===== config.mk =====
export PLATFORM = sky130hd
export DESIGN_NAME = pipe_stage_skid
export DESIGN_NICKNAME = d
export VERILOG_FILES = /design/src/rtl/pipe_stage_skid.sv
export SDC_FILE = /design/constraint.sdc
export NUM_CORES = 1
export LEC_CHECK = 0
export ABC_AREA = 0
export CAP_MARGIN = 20
export CORE_ASPECT_RATIO = 0.9
export CORE_MARGIN = 5
export CORE_UTILIZATION = 42
export CTS_BUF_LIST = sky130_fd_sc_hd__clkbuf_16
export DETAILED_ROUTE_END_ITERATION = 6
export GPL_ROUTABILITY_DRIVEN = 0
export GPL_TIMING_DRIVEN = 0
export PLACE_DENSITY = 0.69
export SLEW_MARGIN = 10
export SYNTH_ARGS = -nofsm -noshare
export SYNTH_HDL_FRONTEND = slang
export SYNTH_SLANG_ARGS = --single-unit

===== constraint.sdc =====
create_clock -name clk -period 30.5 [get_ports clk]
set_input_delay 4.575 -clock clk [delete_from_list [all_inputs] [get_ports clk]]
set_output_delay 4.575 -clock clk [all_outputs]
set_load 0.1 [all_outputs]

===== src/rtl/pipe_stage_skid.sv =====
// Generic inter-stage pipeline register with valid/ready handshake and a one-entry skid buffer.
// Adds flush/exception bubble injection and a saturating back-pressure counter.
module pipe_stage_skid #(
  parameter int          DATA_W     = 128,
  parameter int          EXC_W      = 5,
  parameter logic [31:0] HANDLER_PC = 32'h0000_4180,
  parameter int          CNT_W      = 16
) (
  input  logic              clk,
  input  logic              rst,
  input  logic              req,
  input  logic              flush,
  input  logic              in_valid,
  output logic              in_ready,
  input  logic [31:0]       in_pc,
  input  logic [DATA_W-1:0] in_data,
  input  logic [EXC_W-1:0]  in_exc,
  input  logic              in_bd,
  output logic              out_valid,
  input  logic              out_ready,
  output logic [31:0]       out_pc,
  output logic [DATA_W-1:0] out_data,
  output logic [EXC_W-1:0]  out_exc,
  output logic              out_bd,
  output logic [CNT_W-1:0]  stall_cnt
);

  logic              m_valid;
  logic [31:0]       m_pc;
  logic [DATA_W-1:0] m_data;
  logic [EXC_W-1:0]  m_exc;
  logic              m_bd;

  logic              s_valid;
  logic [31:0]       s_pc;
  logic [DATA_W-1:0] s_data;
  logic [EXC_W-1:0]  s_exc;
  logic              s_bd;

  logic in_fire;
  logic m_load;

  // in_ready comes straight from the skid flag, so it never combinationally depends on out_ready
  assign in_ready = ~s_valid;
  assign in_fire  = in_valid & in_ready;
  assign m_load   = ~m_valid | out_ready;

  assign out_valid = m_valid;
  assign out_pc    = m_pc;
  assign out_data  = m_data;
  assign out_exc   = m_exc;
  assign out_bd    = m_bd;

  always_ff @(posedge clk or posedge rst) begin
    if (rst) begin
      m_valid <= 1'b0;
      m_pc    <= '0;
      m_data  <= '0;
      m_exc   <= '0;
      m_bd    <= 1'b0;
      s_valid <= 1'b0;
      s_pc    <= '0;
      s_data  <= '0;
      s_exc   <= '0;
      s_bd    <= 1'b0;
    end else if (req || flush) begin
      // Bubble injection: req outranks flush, so it selects the handler PC
      m_valid <= 1'b0;
      m_pc    <= req ? HANDLER_PC : 32'h0;
      m_data  <= '0;
      m_exc   <= '0;
      m_bd    <= 1'b0;
      s_valid <= 1'b0;
      s_pc    <= '0;
      s_data  <= '0;
      s_exc   <= '0;
      s_bd    <= 1'b0;
    end else if (m_load) begin
      if (s_valid) begin
        m_valid <= 1'b1;
        m_pc    <= s_pc;
        m_data  <= s_data;
        m_exc   <= s_exc;
        m_bd    <= s_bd;
        s_valid <= 1'b0;
      end else if (in_fire) begin
        m_valid <= 1'b1;
        m_pc    <= in_pc;
        m_data  <= in_data;
        m_exc   <= in_exc;
        m_bd    <= in_bd;
      end else begin
        m_valid <= 1'b0;
      end
    end else if (in_fire) begin
      s_valid <= 1'b1;
      s_pc    <= in_pc;
      s_data  <= in_data;
      s_exc   <= in_exc;
      s_bd    <= in_bd;
    end
  end

  // Back-pressure counter keeps counting through req/flush; only reset clears it
  always_ff @(posedge clk or posedge rst) begin
    if (rst) begin
      stall_cnt <= '0;
    end else if (m_valid && !out_ready && (stall_cnt != {CNT_W{1'b1}})) begin
      stall_cnt <= stall_cnt + CNT_W'(1);
    end
  end

endmodule


==> results.md, run 1 <==
* Clk buf depth at 3
* # clock sinks at 350
* Drt pass-1 iters at 5
* Largest net degree at the start of global routing at 116
* Setup TNS at 0 ps
* Leak pwr at 8.446 nW
* Post-CTS Setup Repair Bufs at 0
* Final setup violation count at 0
* CP Launch Point: s_valid
* Main synth FF type: dfrtp_1
* Final Cycle Share at 0.2264
* Syn Area/Cell at 9.999 um^2
* Status: finished, final reports clean
* Synth cell types at 36
* # fillers at 3191
* CP Launch Type: flop
* Max frequency at 144.8 MHz
* Hold path startpoint: stall_cnt[6]
* Peak supply drop at 0.07297 mV
* DR WL/cell at 19.19 um
* Via/cell ratio at approximately 5.2
* Pwr Total at 1.135 mW
* WP data required at 25930 ps
* Drt first-iter violations at 770
* Slew HR at 0.2683
* Asr flop ratio synth at 1.000
* First-pass GRT wire length at 73020 um
* Hold Buf Count CTS at 0
* CTS buffer count at 39
* Number of synthesized register bits at 350
* Final-stage net count at ~2100
* Syn Inst Count at 1547
* Area delta synth->final at 35.07%
* Via count at between 10000 and 15000
* Synthesized area at 15470 um^2
* Crit path kind: flop to primary output
* Total Routed Length at 47130 um
* Share of layout cells above drive strength 1 at 0.06031
* Area of the multi-input gates at 6093 um^2
* WHS Path Cells at 1
* PostCTS Resize Cnt at 0
* Global route total overflow at 0
* Worst Hold Class: flop to flop
* Slew at the pin with the worst max-slew slack at approximately 1100 ps
* Root Driver: clkbuf_16
* Die H at around 190 um
* Reg2reg start: out_valid
* Final hold violation count at 0
* Core area at 36250 um^2
* Yosys warns at 0
* HPWL after detailed placement at 33930 um
* Reg area at 8758 um^2
* Reg clk slew, reported paths at roughly 50 ps
* Overall Global Routing Usage at 0.2265
* Initial antenna violation count at 8
* Max-slew violation count at 0
* Post-layout minimum cycle time at 6905 ps
* Std cell rows at 66
* # IOs at 356
* Die area at 40770 um^2
* Fin util at 0.5763
* Vias in the first global route at 12682
* Post-synth EDFFs at 0
* DRC at 0
* Mapped Nets at about 1700
* Clock Skew at 12.64 ps
* Depth of the CTS H-tree at 2
* Element type at the critical path end: primary output
* TritonCTS clock tree: done
* RSZ-0062 raised after global routing: false
* Initial Util at 0.4267
* Worst-path maximum fanout at 7
* Worst skew pair latency at 520 ps
* Power Dens Cells at 54.33 nW/um^2
* Register area share after synthesis at 0.5662
* Crit path arrival time at 2330 ps
* Reg2Reg Depth at 7
* ANT nets after route at 0
* # port buffers at 355
* R2R setup slack at 28280 ps
* Die W at 212.3 um
* Max_cap viols at 0
-- final timing paths --
path | to
min | stall_cnt[6]
max | in_ready
max reg2reg | s_pc[26]
min reg2reg | stall_cnt[6]
max in group asynchronous | out_pc[17]
min in group asynchronous | s_data[105]
-- critical path: stages (launching register included) --
cell and delay (ps):
dfrtp_1 360, buf_2 160, inv_1 90, clkdlybuf4s50_1 1210
-- layout make-up --
class | count | area share
antenna | 7 | 0.0008384
buffer | 131 | 0.02880
clock buffer | 41 | 0.04910
clock inverter | 27 | 0.006827
inverter | 4 | 0.001078
multi-input combinational | 1062 | 0.2916
sequential | 350 | 0.4192
tap | 476 | 0.02850
timing repair buffer | 358 | 0.1740
-- sequential cells by signal, indices dropped and copies added, names as in the netlist --
signal     flops
out_data     128
s_data       128
out_pc        32
s_pc          32
stall_cnt     16
out_exc        5
s_exc          5
out_bd         1
out_valid      1
s_bd           1
s_valid        1
-- report_power, final --
part           switching [mW]  total [mW]  internal [mW]
Sequential             0.0104       0.488          0.478
Combinational           0.152       0.212         0.0593
Clock                   0.186       0.435          0.250
-- cell usage after synthesis (all sizes together) (2+ instances only) --
cell    instances  share of area
a211oi        165          0.080
a21oi         175          0.057
a31oi           3         0.0012
and3            3         0.0012
buf            61          0.022
clkbuf         70          0.017
dfrtp         350           0.57
inv             4        0.00097
mux2i         166           0.11
nand2         337          0.082
nand3           6         0.0023
nand4           2         0.0018
nor2          166          0.040
nor2b           2        0.00081
nor3            5         0.0016
nor4            6         0.0038
o21bai          3         0.0015
or2             2        0.00081
or4             2         0.0012
xor2           11         0.0062
-- layer usage --
layer,part of all wire,vias to the layer above,track usage
li1,-,6152,-
met1,0.44,6260,0.3196
met2,0.47,359,0.3566
met3,0.056,73,0.04393
met4,0.029,2,0.07064
met5,0.00017,-,0
-- stage by stage --
step / worst slack (ps) / hold slack (ps) / instance area (um^2) / cells
floorplan: 16220 / 501.0 / 15470 / 1547
global placement: 11880 / 487.9 / 19620 / 2378
detailed placement: 23410 / 487.8 / 19710 / 2381
CTS: 23570 / 510.3 / 20880 / 2449
global route: 23540 / 531.2 / 20890 / 2456
finish: 23590 / 507.3 / 20890 / 2456
-- cells in the final DEF, fill, tap and decap left out, types with 2 or more instances in the layout --
cell / n
nor2b_1: 2
nand2_1: 337
o21bai_1: 3
a31oi_1: 3
a211oi_1: 165
inv_1: 14
clkinv_2: 5
buf_2: 40
buf_16: 3
xor2_1: 11
clkbuf_16: 41
nand3_1: 5
clkbuf_1: 70
diode_2: 7
buf_4: 16
a21oi_1: 174
nor3_1: 5
or2_2: 2
and3_1: 3
nor2_1: 166
clkinv_1: 8
buf_1: 5
dfrtp_1: 350
clkdlybuf4s50_1: 355
mux2i_1: 166
nor4_1: 4
-- logic make-up after synthesis --
kind of cell	count (synthesis)	share of synthesized area
adder cells (fa/ha/maj)	1	0.0008087
multiplexers	167	0.1084
buffers and inverters	135	0.03988
XOR/XNOR	12	0.006794
flip-flops	350	0.5662
AND/OR/NAND/NOR	532	0.1365
AO/OA/AOI/OAI	350	0.1415
Power figures use the tool's default switching activity.
==> run 2, diff against run 1 <==
- clock period: 30.5 -> 7 ns (I/O delays scaled with it)
==> results.md, run 2 (same netlist as run 1, synthesis figures left out) <==
* Most common cell after layout, fill and taps aside: clkdlybuf4s50_1
* Root Driver: clkbuf_16
* DRC at 0 (unchanged)
* Final-stage net count at 2127 (+0.38%)
* DR WL/cell at 19.44 um (+1.3%)
* Design area at 21040 um^2 (+0.68%)
* Depth of the CTS H-tree at 2 (unchanged)
* Overall Global Routing Usage at 0.2292 (+0.002646)
* Via/cell ratio at 5.250 (+0.38%)
* Std cell rows at 66 (unchanged)
* P_int at 3.473 mW (+340%)
* Clk buf depth at 3 (unchanged)
* ANT nets after route at 0 (unchanged)
* CP Launch Type: flop
* Global route total overflow at 0 (unchanged)
* Area delta synth->final at 35.99%
* Commonest non-fill, non-tap cells in the layout: 355 x clkdlybuf4s50_1, 350 x dfrtp_1, 337 x nand2_1, 174 x a21oi_1
* Slew at the pin with the worst max-slew slack at 1095 ps (+0.9713 ps)
* Max frequency at ~300 MHz
* # fillers at 3169 (-0.69%)
* Max_cap viols at 0 (unchanged)
* Leak pwr at 8.514 nW (+0.80%)
* Slew HR at 0.2677 (-0.0006500)
* Worst Hold Class: flop to flop
* Place WS at 3434 ps (-19980 ps)
* Element type at the critical path end: primary output
* Sequential share of power at 0.426 (-0.004)
* Share of layout cells above drive strength 1 at 0.06458 (+0.004267)
* NetSw at 1.520 mW (+340%)
* Die area at 40770 um^2 (unchanged)
* Power Dens Cells at 237.4 nW/um^2 (+340%)
* Total Routed Length at 47890 um (+1.6%)
* # IOs at 356 (unchanged)
* HPWL after detailed placement at 35070 um (+3.4%)
* Min setup slack post-route at 3627 ps (-19970 ps)
* Worst-path maximum fanout at 7 (unchanged)
* Final Cycle Share at 0.4818
* RSZ-0062 raised after global routing: false
* Initial antenna violation count at 10 (+2)
* Vias in the first global route at 12969 (+2.3%)
* Core area at 36250 um^2 (unchanged)
* # port buffers at 355 (unchanged)
* Post-CTS Setup Repair Bufs at 0 (unchanged)
* Sw frac at 0.3044 (-0.002417)
* Drt pass-1 iters at 5 (unchanged)
* Die W at 212.3 um (unchanged)
* R2R setup slack at 4770 ps (-23510 ps)
* # clock sinks at 350 (unchanged)
* Pwr Total at 4.993 mW (+340%)
* Hold Buf Count CTS at 0 (unchanged)
* TritonCTS clock tree: done
* Reg clk slew, reported paths at 60 ps (about the same)
* Post-layout minimum cycle time at 3373 ps
* Peak supply drop at 0.3253 mV (+350%)
* Combinational fraction of design power at 0.186 (about the same)
* Drt first-iter violations at 740 (-3.9%)
* PostCTS Resize Cnt at 0 (unchanged)
* Largest net degree at the start of global routing at 39 (-66%)
* Clock power share at 0.388 (+0.004)
* Crit path kind: flop to primary output
* Crit path arrival time at 2320 ps (about the same)
* Final hold violation count at 0 (unchanged)
* CTS buffer count at 40 (+2.6%)
* First-pass GRT wire length at 74090 um (+1.5%)
* DP Area at 19820 um^2 (+0.58%)
* Worst skew pair latency at 530 ps (about the same)
* Final setup violation count at 0 (unchanged)
* Clock Skew at 18.98 ps (+6.340 ps)
* Die H at 192.1 um (unchanged)
* WP data required at 5950 ps (-19980 ps)
* Via count at 12937 (+0.71%)
* Status: finished, final reports clean
* Initial Util at 0.4267 (unchanged)
* Max-slew violation count at 0 (unchanged)
[run 2: changes by cell type in the layout (fill, tap and decap cells not counted), sizes merged]
cell      before  now
inv           16   14
diode          7    6
buf           64   71
clkinvlp       1    2
bufinv         1    2
clkinv        13   15
[run 2: path summary, 6_finish.rpt]
| check | start | end | cells past startpoint |
|---|---|---|---|
| worst max-delay path | s_valid | in_ready | 3 |
| worst max register to register | s_valid | out_data[63] | 5 |
| worst min-delay path | stall_cnt[6] | stall_cnt[6] | 1 |
| max in group asynchronous | rst | out_data[27] | 5 |
| worst min register to register | stall_cnt[6] | stall_cnt[6] | 1 |
| min in group asynchronous | rst | out_data[111] | 2 |
[run 2: layout make-up]
type | count | area (um^2) | area share
antenna | 6 | 15.01 | 0.0007137
buffer | 131 | 601.8 | 0.02861
clock buffer | 41 | 1026 | 0.04877
clock inverter | 29 | 173.9 | 0.008267
inverter | 4 | 18.77 | 0.0008922
multi-input combinational | 1062 | 6093 | 0.2897
sequential | 350 | 8758 | 0.4163
tap | 476 | 595.6 | 0.02831
timing repair buffer | 365 | 3754 | 0.1784
[run 2: stage by stage]
step	instances	TNS [ps]	util	hold WS, ps
CTS	2458	0	0.5799	497.8
global route	2464	0	0.5803	527.6
finish	2464	0	0.5803	500.2
detailed placement	2388	0	0.5468	485.3
floorplan	1547	0	-	501.0
global placement	2378	-409630	0.5412	485.2
[run 2: worst max-delay path, stage by stage, from the launching register on]
cell and delay [ps]:
dfrtp_1 360, buf_2 160, inv_1 80, clkdlybuf4s50_1 1180
[run 2: power groups by stage]
stage               logic (mW)  clock network (mW)  registers [mW]
finish                   0.930                1.94            2.13
global route             0.978                2.06            2.13
CTS                      0.936                1.98            2.13
detailed placement       0.933                   0            2.16
global placement         0.913                   0            2.16
floorplan                0.214                   0            2.55
[run 2: per-layer routing]
layer | vias up | wire length (um) | track usage
met5 | - | 34 | 0
met4 | 6 | 1240 | 0.06965
met3 | 71 | 3010 | 0.04720
met2 | 341 | 23200 | 0.3770
met1 | 6359 | 20400 | 0.3082
li1 | 6160 | - | -
